File: src/rtl/aes_round_ctrl.sv
// aes_round_ctrl: sequencer for an iterative AES datapath; issues load, key-schedule
// and round enables for NR rounds of ROUND_LAT cycles, then holds the result until accepted.
module aes_round_ctrl #(
    parameter int NR        = 10,
    parameter int ROUND_LAT = 1
) (
    input  logic       i_clk,
    input  logic       i_rst_n,
    input  logic       i_start,
    input  logic       i_abort,
    input  logic       i_out_ready,
    output logic       o_in_ready,
    output logic       o_ld_en,
    output logic       o_ks_en,
    output logic       o_round_en,
    output logic       o_final_round,
    output logic [3:0] o_round_idx,
    output logic       o_out_valid,
    output logic       o_busy
);
    typedef enum logic [1:0] {IDLE, LOAD, ROUND, HOLD} state_t;
    state_t     r_state;
    logic [3:0] r_idx;
    logic [3:0] r_lat;
    logic       w_last;
    logic       w_final;
    assign w_last  = (r_state == ROUND) && (r_lat == 4'(ROUND_LAT - 1));
    assign w_final = (r_state == ROUND) && (r_idx == 4'(NR));
    always_ff @(posedge i_clk or negedge i_rst_n) begin
        if (!i_rst_n) begin
            r_state <= IDLE;
            r_idx   <= 4'd0;
            r_lat   <= 4'd0;
        end else if (i_abort) begin
            r_state <= IDLE;
            r_idx   <= 4'd0;
            r_lat   <= 4'd0;
        end else begin
            case (r_state)
                IDLE: if (i_start) r_state <= LOAD;
                LOAD: begin
                    r_state <= ROUND;
                    r_idx   <= 4'd1;
                    r_lat   <= 4'd0;
                end
                ROUND: begin
                    if (!w_last) r_lat <= r_lat + 4'd1;
                    else if (w_final) r_state <= HOLD;
                    else begin
                        r_idx <= r_idx + 4'd1;
                        r_lat <= 4'd0;
                    end
                end
                HOLD: if (i_out_ready) begin
                    r_state <= IDLE;
                    r_idx   <= 4'd0;
                end
                default: r_state <= IDLE;
            endcase
        end
    end
    // Enables are gated by abort so a cancelled cycle never touches the datapath.
    assign o_ld_en       = (r_state == LOAD) && !i_abort;
    assign o_round_en    = w_last && !i_abort;
    assign o_ks_en       = o_ld_en || o_round_en;
    assign o_in_ready    = (r_state == IDLE);
    assign o_busy        = (r_state != IDLE);
    assign o_out_valid   = (r_state == HOLD);
    assign o_final_round = w_final;
    assign o_round_idx   = r_idx;
endmodule

File: config.mk
export PLATFORM = sky130hd
export DESIGN_NAME = aes_round_ctrl
export DESIGN_NICKNAME = d
export VERILOG_FILES = /design/src/rtl/aes_round_ctrl.sv
export SDC_FILE = /design/constraint.sdc
export NUM_CORES = 1
export LEC_CHECK = 0
export ABC_AREA = 1
export CORE_UTILIZATION = 35
export CTS_BUF_LIST = sky130_fd_sc_hd__clkbuf_8
export DETAILED_ROUTE_END_ITERATION = 10
export PLACE_DENSITY = 0.59
export SLEW_MARGIN = 10
export SYNTH_ARGS = -nofsm -noshare
export SYNTH_HDL_FRONTEND = slang
export SYNTH_SLANG_ARGS = --single-unit
File: constraint.sdc
create_clock -name i_clk -period 1.7 [get_ports i_clk]
set_input_delay 0.17 -clock i_clk [delete_from_list [all_inputs] [get_ports i_clk]]
set_output_delay 0.17 -clock i_clk [all_outputs]
set_load 0.02 [all_outputs]
Word level (Yosys, flattened, before mapping)
Cells that the tools add are included.
{"block": "totals", "reg_bits": 10, "latchBits": 0, "mem_bits_rw": 0, "mem_bits_ro": 0, "in_bits": 5, "output_inout_bits": 11, "word_cells": 44, "memories": 0}
{"block": "classes", "addsub": 2, "multipliers": 0, "div_mod_pow": 0, "n_lt_le_gt_ge": 0, "eq_ne": 10, "n_shift": 0, "mux": 15, "bitwise_logic": 0, "reduce_logical": 14}
{"cell": "two-way mux 4 bit", "count": 7}
{"cell": "!= test 3 bit (second input constant)", "count": 5}
{"cell": "case mux 4 bit (3 select lines)", "count": 1}
{"cell": "two-way mux 2 bit", "count": 5}
{"cell": "adder 4 x 1 -> 4 bit (second input constant)", "count": 2}
{"cell": "case mux 2 bit (4 select lines)", "count": 1}
{"cell": "case mux 4 bit (2 select lines)", "count": 1}
{"cell": "AND reduction 4 bit", "count": 2}
{"cell": "== test 2 bit (second input constant)", "count": 2}
{"cell": "== test 4 bit (second input constant)", "count": 1}
{"cell": "logical AND 1 bit", "count": 4}
{"cell": "logical NOT 4 bit", "count": 1}
{"cell": "!= test 4 bit (second input constant)", "count": 1}
{"cell": "nonzero test 4 bit", "count": 1}
{"cell": "nonzero test 3 bit", "count": 1}
{"cell": "== test 2 x 1 -> 1 bit (second input constant)", "count": 1}
{"cell": "logical NOT 2 bit", "count": 1}
{"cell": "AND reduction 2 bit", "count": 1}
{"cell": "nonzero test 2 bit", "count": 1}
{"cell": "logical NOT 1 bit", "count": 1}
{"cell": "logical OR 1 bit", "count": 1}

Logic depth before layout (Yosys ltp)
Gate-level depths: netlist (run 1).
{"block": "logic_depth", "depth_word": 6, "ltp_mapped": 10, "ltp_nobuf": 10}

Worst setup path before layout (run 1)
No wires, ideal clock.
{"block": "synth_timing", "path_kind": "reg-to-reg", "startpoint": "register r_state[0]", "endpoint": "register r_lat[1]", "setup_time_ps": 117, "arrival_ps": 1409, "required_time_ps": 1583, "slack_ps": 175, "path_stages_with_launch": 8, "n_path_buf": 0, "synth_period_minus_slack_ps": 1525, "cell_sequence": "dfrtp_1 inv_1 ha_1 inv_1 nor2_1 nand2_2 nand3b_1 nand2_1"}
{"block": "synth_via", "elab_cells_between_ends": 10, "cone_classes": "eq/ne (3); mux (3); reduce/logical (4)"}
{"element": "start: declaration", "line": "22", "text": "state_t r_state;"}
{"element": "start signal: assignment", "line": "31", "text": "r_state <= IDLE;"}
{"element": "start signal: assignment", "line": "35", "text": "r_state <= IDLE;"}
{"element": "start signal: assignment", "line": "40", "text": "IDLE: if (i_start) r_state <= LOAD;"}
{"element": "== test 2 bit", "line": "28", "text": "assign w_final = (r_state == ROUND) && (r_idx == 4'(NR));"}
{"element": "logical AND 1 bit", "line": "28"}
{"element": "named net o_final_round", "line": "16", "text": "output logic o_final_round,"}
{"element": "!= test 4 bit (no line)"}
{"element": "AND reduction 2 bit (no line)"}
{"element": "end signal: assignment", "line": "47", "text": "if (!w_last) r_lat <= r_lat + 4'd1;"}
{"element": "end: declaration", "line": "24", "text": "logic [3:0] r_lat;"}
The timed path passes the listed nets, and every way through them passes these cells.
A chain may end at the register's enable or synchronous reset.

Worst setup path after layout (run 1)
{"block": "layout_timing", "startpoint": "register r_state[0]", "endpoint": "output o_ld_en"}
{"block": "layout_via", "elab_chain_cells": 2}
{"element": "== test 2 x 1 -> 1 bit", "line": "63", "text": "assign o_ld_en = (r_state == LOAD) && !i_abort;"}
{"element": "logical AND 1 bit", "line": "63"}
{"element": "end: declaration", "line": "13", "text": "output logic o_ld_en,"}
No other way between the ends.

==> tab_implementation.tex, run 1 <==
\begin{tabular}{lr}
\hline
Metric & Value \\
\hline
\multicolumn{2}{l}{\textbf{Logic synthesis}} \\
\quad Largest area contributor in the synthesized netlist & sky130\_fd\_sc\_hd\_\_dfrtp\_1 \\
\quad Fraction of the mapped netlist area in adder cells & 0.1183 \\
\quad Netlist cell types & 23 \\
\quad Post-synthesis sequential element count & 10 \\
\quad Post-Synth XOR/XNOR Area & 0.01036 \\
\quad Fraction of the yosys area taken by sequential cells & 0.2959 \\
\quad Summed instance area of the synthesized netlist & 845.8 um\^{}2 \\
\quad Complex-gate fraction of the synthesized area & 0.06213 \\
\quad Top-area cell type share of the netlist area & 0.2959 \\
\quad Total nets after synthesis & 125 \\
\quad Simple-gate share of the synthesized area & 0.4127 \\
\quad Warnings, synthesis & 0 \\
\quad Cells after synthesis & 112 \\
\quad Post-Syn Area per Cell & 7.552 um\^{}2 \\
\quad Combinational family with the most area after synthesis & simple AND/OR/NAND/NOR gates \\
\quad Multiplexer area fraction after synthesis & 0 \\
\quad Synth area leaders & sky130\_fd\_sc\_hd\_\_dfrtp\_1 30\%, sky130\_fd\_sc\_hd\_\_nand2\_1 13\%, sky130\_fd\_sc\_hd\_\_ha\_1 12\%, sky130\_fd\_sc\_hd\_\_nand2\_4 6.7\%, sky130\_fd\_sc\_hd\_\_inv\_1 5.8\% \\
\multicolumn{2}{l}{\textbf{STA}} \\
\quad RSZ-0062 raised after global routing & no \\
\quad Final Hold Violating Endpoints & 0 \\
\quad Setup violators final & 0 \\
\quad Worst rel slew slack & 0.6783 \\
\quad Worst hold margin & 260.8 ps \\
\quad Maximum operating frequency & 643.0 MHz \\
\quad Final Slew Violations & 0 \\
\quad Post-route clock period utilization & 0.9149 \\
\quad Slew @ Worst Pin & 481.0 ps \\
\quad Final worst clock skew & 1.608 ps \\
\quad Fin crit period & 1555 ps \\
\multicolumn{2}{l}{\textbf{Flow run}} \\
\quad Reported max-cap violation count & 0 \\
\multicolumn{2}{l}{\textbf{CTS}} \\
\quad Clock root buffer master & sky130\_fd\_sc\_hd\_\_clkbuf\_8 \\
\quad Htree depth & 1 \\
\quad Max clock buf depth & 2 \\
\quad Number of sinks handled by clock tree synthesis & 10 \\
\quad Number of buffers inserted during clock tree synthesis & 3 \\
\quad TritonCTS clock tree & yes \\
\quad Worst-path clk slew & 50 ps \\
\quad Worst-Skew Late Latency & 240 ps \\
\quad Hold-fix buffers, CTS & 0 \\
\quad Setup bufs post-CTS & 0 \\
\multicolumn{2}{l}{\textbf{Floorplan}} \\
\quad Die X-Extent & 51.16 um \\
\quad Initial Util & 0.3751 \\
\quad Full die area & 2617 um\^{}2 \\
\quad Y dimension of the die & 51.16 um \\
\quad Core region area & 2255 um\^{}2 \\
\quad Count of standard-cell rows & 17 \\
\quad Boundary Pins & 16 \\
\multicolumn{2}{l}{\textbf{Finish}} \\
\quad Total inserted antenna cells & 0 \\
\quad Share of post-route cells with drive strength above 1 & 0.2721 \\
\quad Final non-filler cell area & 1182 um\^{}2 \\
\quad Number of nets in the final layout & 161 \\
\quad Area grow syn2layout & 39.79\% \\
\quad Final-layout fill cell count & 236 \\
\multicolumn{2}{l}{\textbf{Detailed routing}} \\
\quad Via-to-Cell Ratio & 4.549 \\
\quad Remaining antenna violation count & 0 \\
\quad First-pass DRT Iterations & 4 \\
\quad DRC errors left & 0 \\
\quad Number of violations reported at the end of detailed-routing iteration 0 & 6 \\
\quad Per-cell routed wire length & 10.57 um \\
\quad Total vias in the final route & 796 \\
\quad Total wirelength of the detailed-routed design & 1.850 mm \\
\multicolumn{2}{l}{\textbf{Place}} \\
\quad \# port buffers & 15 \\
\quad Dpl cell area & 1147 um\^{}2 \\
\quad Half-perimeter wire length of the detailed placement result & 1.552 mm \\
\quad RD Place Congestion & 0.7320 \\
\multicolumn{2}{l}{\textbf{Critical path}} \\
\quad Data arrival time of the worst path & 1390 ps \\
\quad Classification of the worst setup path & flop to primary output \\
\quad Crit path max-delay cell type & sky130\_fd\_sc\_hd\_\_dfrtp\_1 \\
\quad Sort of element at the end of the critical path & primary output \\
\quad Count of buffering cells on the critical path with inverters included & 3 \\
\quad Worst-path cell chain & buf\_4 > ha\_1 > inv\_1 > nor2\_1 > dlygate4sd2\_1 \\
\quad Crit path required time & 1530 ps \\
\quad Startpoint type of the worst setup path & flop \\
\quad Critical path's top delay family & buffers and inverters \\
\quad Largest fanout of any net on the critical path & 3 \\
\quad Crit-path max cell delay & 370 ps \\
\quad Register-to-register setup slack & 260 ps \\
\multicolumn{2}{l}{\textbf{Pwr}} \\
\quad Leakage power of the design & 0.6666 nW \\
\quad Max rail drop VDD & 648.5 uV \\
\quad Cell Pwr Density & 1160 nW/um\^{}2 \\
\multicolumn{2}{l}{\textbf{Global routing}} \\
\quad Initial antenna violation count & 0 \\
\quad GR Overflow Total & 0 \\
\quad Largest net degree at the start of global routing & 11 \\
\quad Via count of the first global-routing pass & 826 \\
\quad Overall track demand over capacity in global routing & 0.1754 \\
\quad Global-route wire length before repair & 3.415 mm \\
\multicolumn{2}{l}{\textbf{Hold path}} \\
\quad Path class of the lowest-slack min-delay path & input port to async pin \\
\multicolumn{2}{l}{\textbf{Outcome}} \\
\quad Result of the run & finished, final reports clean \\
\hline
\end{tabular}
## layer usage
layer | global-route usage | up-vias | part of all wire | wire, um
li1 | - | 423 | - | -
met5 | 0 | - | 0 | 0
met2 | 0.3158 | 6 | 0.51 | 951
met1 | 0.1993 | 363 | 0.45 | 835
met3 | 0.04464 | 4 | 0.023 | 42
met4 | 0.05556 | 0 | 0.011 | 20
## cells in the final DEF, fill, tap and decap left out, types with 2 or more instances in the layout
master | Yosys | final
sky130_fd_sc_hd__nand2_4 | 5 | 5
sky130_fd_sc_hd__ha_1 | 8 | 8
sky130_fd_sc_hd__buf_4 | 0 | 17
sky130_fd_sc_hd__nand2_2 | 4 | 4
sky130_fd_sc_hd__nand4_1 | 5 | 5
sky130_fd_sc_hd__dlygate4sd2_1 | 0 | 4
sky130_fd_sc_hd__clkbuf_2 | 0 | 3
sky130_fd_sc_hd__clkbuf_8 | 0 | 4
sky130_fd_sc_hd__dfrtp_1 | 10 | 10
sky130_fd_sc_hd__nor2_1 | 10 | 10
sky130_fd_sc_hd__nand2_1 | 30 | 30
sky130_fd_sc_hd__inv_1 | 13 | 13
sky130_fd_sc_hd__o21ai_0 | 2 | 2
sky130_fd_sc_hd__clkdlybuf4s50_1 | 0 | 8
sky130_fd_sc_hd__nor2_4 | 2 | 2
sky130_fd_sc_hd__nand3_1 | 7 | 7
sky130_fd_sc_hd__o21bai_1 | 5 | 5
## sequential cells by signal, indices dropped and copies added (netlist names)
name and flops:
o_round_idx 4, r_lat 4, r_state 2
## where the power goes
part / internal (mW) / switching (mW)
clock network: 0.204 / 0.0946
registers: 0.281 / 0.0226
logic: 0.328 / 0.441
total: 0.814 / 0.558
## final timing paths
| kind | start | to | cells after the start |
|---|---|---|---|
| min in group i_clk | r_lat[3] | r_lat[3] | 2 |
| setup reg to reg | r_state[0] | o_round_idx[0] | 10 |
| max in group asynchronous | i_rst_n | r_state[0] | 1 |
| setup / recovery | r_state[0] | o_ld_en | 5 |
| hold / removal | i_rst_n | r_lat[1] | 1 |
| hold reg to reg | r_lat[3] | r_lat[3] | 2 |
## through the flow
step / worst slack [ps] / TNS, ps / cells / util / power, mW
floorplan: 174.7 / 0 / 112 / - / 0.7774
global placement: -3.681 / -3.681 / 171 / 0.5089 / 1.120
detailed placement: -12.24 / -12.25 / 171 / 0.5089 / 1.127
CTS: 4.945 / 0 / 175 / 0.5294 / 1.400
global route: 56.97 / 0 / 175 / 0.5244 / 1.495
finish: 144.7 / 0 / 175 / 0.5244 / 1.372
## cell families after synthesis
| family | after synthesis |
|---|---|
| AND/OR/NAND/NOR | 67 |
| XOR/XNOR | 1 |
| AO/OA/AOI/OAI | 8 |
| buffers and inverters | 18 |
| flip-flops | 10 |
| adder cells (fa/ha/maj) | 8 |
## cells in the mapped netlist
master,number
sky130_fd_sc_hd__nand3_2,1
sky130_fd_sc_hd__ha_1,8
sky130_fd_sc_hd__nand4_1,5
sky130_fd_sc_hd__clkinv_1,1
sky130_fd_sc_hd__inv_4,1
sky130_fd_sc_hd__dfrtp_1,10
sky130_fd_sc_hd__xor2_1,1
sky130_fd_sc_hd__a21oi_1,1
sky130_fd_sc_hd__buf_6,1
sky130_fd_sc_hd__nor3_1,1
sky130_fd_sc_hd__nor2_4,2
sky130_fd_sc_hd__nand2_2,4
sky130_fd_sc_hd__inv_8,1
sky130_fd_sc_hd__nand3_1,7
sky130_fd_sc_hd__inv_1,13
sky130_fd_sc_hd__nand2_1,30
sky130_fd_sc_hd__nand2_4,5
sky130_fd_sc_hd__o21ai_0,2
sky130_fd_sc_hd__inv_2,1
sky130_fd_sc_hd__or2_2,1
sky130_fd_sc_hd__o21bai_1,5
sky130_fd_sc_hd__nand3b_1,1
sky130_fd_sc_hd__nor2_1,10
## repair_timing
action,4_1_cts,5_1_grt
endpoints found under the setup margin,7,3
cloned,0,0
resized for setup,7,6
## area by class of cell
| cell class | instances | area (um^2) | area share |
|---|---|---|---|
| tap | 28 | 35.03 | 0.02963 |
| multi-input combinational | 84 | 510.5 | 0.4317 |
| inverter | 17 | 73.82 | 0.06243 |
| clock buffer | 4 | 55.05 | 0.04656 |
| timing repair buffer | 32 | 257.7 | 0.2180 |
| sequential | 10 | 250.2 | 0.2116 |
Power figures use the tool's default switching activity.
==> run 2, diff against run 1 <==
Settings changed: SKIP_LAST_GASP set to 1.
==> results of run 2 <==
Final layout, timing and power as in run 1 (identical DEF).
==> run 3, diff against run 2 <==
Settings changed: GPL_ROUTABILITY_DRIVEN set to 0, TNS_END_PERCENT set to 5.
==> run 3 against run 2 <==
Compared with the run above: the run now ends with negative setup slack left; sequential share of layout area down 0.37 points; combinational power up 4.4%; first-iteration DRC count unchanged; flip-flop and latch count unchanged; cell count unchanged; critical endpoint is now o_round_en; total power up 2.4%; global-route usage down 0.12 points; clock power about the same; final area up 1.8%; sequential power about the same; clock skew unchanged.
==> tab_implementation.tex, run 3 (same netlist as run 1, synthesis figures left out) <==
\begin{tabular}{lr}
\hline
Metric & Value \\
\hline
\multicolumn{2}{l}{\textbf{Outcome}} \\
\quad Result of the run & finished with violations \\
\quad Failing checks & negative setup slack \\
\multicolumn{2}{l}{\textbf{Floorplan}} \\
\quad Core region area & 2255 um\^{}2 \\
\quad Initial Util & 0.3751 \\
\quad Count of standard-cell rows & 17 \\
\quad Full die area & 2617 um\^{}2 \\
\quad Y dimension of the die & 51.16 um \\
\quad Die X-Extent & 51.16 um \\
\quad Boundary Pins & 16 \\
\multicolumn{2}{l}{\textbf{Finish}} \\
\quad Most common library cell in the layout ignoring fill and taps & sky130\_fd\_sc\_hd\_\_nand2\_1 \\
\quad Final non-filler cell area & 1204 um\^{}2 \\
\quad Final-layout fill cell count & 230 \\
\quad Non-Filler Instances & 175 \\
\quad Number of nets in the final layout & 161 \\
\quad Total inserted antenna cells & 0 \\
\quad Footprint of the flip-flops and latches & 250.2 um\^{}2 \\
\quad Footprint of the multi-input gates & 510.5 um\^{}2 \\
\quad Area grow syn2layout & 42.31\% \\
\quad Highest-count cells in the layout ignoring fill and taps & 30 x sky130\_fd\_sc\_hd\_\_nand2\_1, 17 x sky130\_fd\_sc\_hd\_\_buf\_4, 13 x sky130\_fd\_sc\_hd\_\_inv\_1, 13 x sky130\_fd\_sc\_hd\_\_clkdlybuf4s50\_1 \\
\quad Share of post-route cells with drive strength above 1 & 0.2517 \\
\multicolumn{2}{l}{\textbf{Pwr}} \\
\quad Total Power & 1.405 mW \\
\quad Leakage power of the design & 0.6745 nW \\
\quad Cell Pwr Density & 1167 nW/um\^{}2 \\
\quad Max rail drop VDD & 648.6 uV \\
\multicolumn{2}{l}{\textbf{Detailed routing}} \\
\quad Number of violations reported at the end of detailed-routing iteration 0 & 6 \\
\quad Total vias in the final route & 796 \\
\quad Per-cell routed wire length & 10.58 um \\
\quad DRC errors left & 0 \\
\quad Via-to-Cell Ratio & 4.549 \\
\quad First-pass DRT Iterations & 4 \\
\quad Total wirelength of the detailed-routed design & 1.852 mm \\
\quad Remaining antenna violation count & 0 \\
\multicolumn{2}{l}{\textbf{CTS}} \\
\quad Clock root buffer master & sky130\_fd\_sc\_hd\_\_clkbuf\_8 \\
\quad Number of buffers inserted during clock tree synthesis & 3 \\
\quad Worst-path clk slew & 50 ps \\
\quad Worst-Skew Late Latency & 240 ps \\
\quad Setup bufs post-CTS & 0 \\
\quad Max clock buf depth & 2 \\
\quad TritonCTS clock tree & yes \\
\quad Htree depth & 1 \\
\quad Number of sinks handled by clock tree synthesis & 10 \\
\multicolumn{2}{l}{\textbf{Critical path}} \\
\quad Startpoint of the most critical setup path & r\_state[0] \\
\quad Largest fanout of any net on the critical path & 3 \\
\quad Startpoint type of the worst setup path & flop \\
\quad Endpoint of the worst-slack reg-to-reg timing path & o\_round\_idx[0] \\
\quad Classification of the worst setup path & flop to primary output \\
\quad Data arrival time of the worst path & 1730 ps \\
\quad Register-to-register setup slack & 260 ps \\
\quad Path depth of the worst reg2reg path & 10 \\
\quad Crit path required time & 1530 ps \\
\quad Beginning of the worst register-to-register path & r\_state[0] \\
\quad Sort of element at the end of the critical path & primary output \\
\multicolumn{2}{l}{\textbf{Place}} \\
\quad Half-perimeter wire length of the detailed placement result & 1.552 mm \\
\quad Total instance count after detailed placement & 171 \\
\quad Dpl cell area & 1147 um\^{}2 \\
\quad \# port buffers & 15 \\
\multicolumn{2}{l}{\textbf{STA}} \\
\quad Fin crit period & 1902 ps \\
\quad Final worst clock skew & 1.608 ps \\
\quad Worst Setup Slack, final & -201.8 ps \\
\quad Worst rel slew slack & 0.6783 \\
\quad Final TNS setup & -448.2 ps \\
\quad Final Hold Violating Endpoints & 0 \\
\quad Maximum operating frequency & 525.8 MHz \\
\quad RSZ-0062 raised after global routing & yes \\
\quad Setup violators final & 5 \\
\quad Final Slew Violations & 0 \\
\quad Slew @ Worst Pin & 481.0 ps \\
\quad Post-route clock period utilization & 1.119 \\
\multicolumn{2}{l}{\textbf{Global routing}} \\
\quad GR Overflow Total & 0 \\
\quad Via count of the first global-routing pass & 818 \\
\quad Overall track demand over capacity in global routing & 0.1742 \\
\quad Global-route wire length before repair & 3.387 mm \\
\quad Largest net degree at the start of global routing & 11 \\
\quad Initial antenna violation count & 0 \\
\multicolumn{2}{l}{\textbf{Flow run}} \\
\quad Reported max-cap violation count & 0 \\
\multicolumn{2}{l}{\textbf{Hold path}} \\
\quad Path class of the lowest-slack min-delay path & input port to async pin \\
\hline
\end{tabular}
run 3: routing by layer:
metal | GRT usage | part of all wire | wire length (um) | vias to the layer above
met1 | 0.1993 | 0.45 | 837 | 363
met4 | 0.05556 | 0.011 | 20 | 0
met3 | 0.04464 | 0.023 | 42 | 4
met5 | 0 | 0 | 0 | -
li1 | - | - | - | 423
met2 | 0.3114 | 0.51 | 951 | 6
run 3: power by group:
group / internal [mW] / switching (mW)
combinational: 0.361 / 0.442
clock: 0.204 / 0.0946
sequential: 0.281 / 0.0226
run 3: area by class of cell:
| cell class | count | share of cell area |
|---|---|---|
| multi-input combinational | 84 | 0.4241 |
| timing repair buffer | 32 | 0.2318 |
| sequential | 10 | 0.2079 |
| inverter | 17 | 0.06133 |
| clock buffer | 4 | 0.04574 |
| tap | 28 | 0.02911 |
run 3: repair_timing:
item,4_1_cts,5_1_grt
gates resized for setup,1,1
endpoints found under the hold margin,0,0
hold buffers,0,0
setup endpoints to repair,7,7
pin swaps,0,0
run 3: worst max-delay path by stage:
stage | depth (start not counted) | slack [ps] | endpoint
6_report | 7 | -200 | o_round_en
5_1_grt | 7 | -320 | o_round_en
4_1_cts | 5 | -260 | o_final_round
3_5_place_dp | 7 | -10 | o_ks_en
3_3_place_gp | 7 | -4 | o_ks_en
2_1_floorplan | 7 | 170 | r_lat[1]
run 3: per-stage QoR:
stage	utilization	worst slack, ps	hold WS [ps]
2_1_floorplan	-	174.7	-125.6
5_1_grt	0.5339	-324.9	289.6
3_5_place_dp	0.5089	-12.24	513.8
6_report	0.5339	-201.8	260.8
3_3_place_gp	0.5089	-3.681	509.2
4_1_cts	0.5327	-260.4	274.3
run 3: critical path, stage by stage, from the launching register on:
cell	delay, ps
sky130_fd_sc_hd__dfrtp_1	370
sky130_fd_sc_hd__inv_1	70
sky130_fd_sc_hd__ha_1	180
sky130_fd_sc_hd__nand2_1	60
sky130_fd_sc_hd__clkinv_1	60
sky130_fd_sc_hd__nand2_4	50
sky130_fd_sc_hd__nor2_4	80
sky130_fd_sc_hd__clkdlybuf4s50_1	610
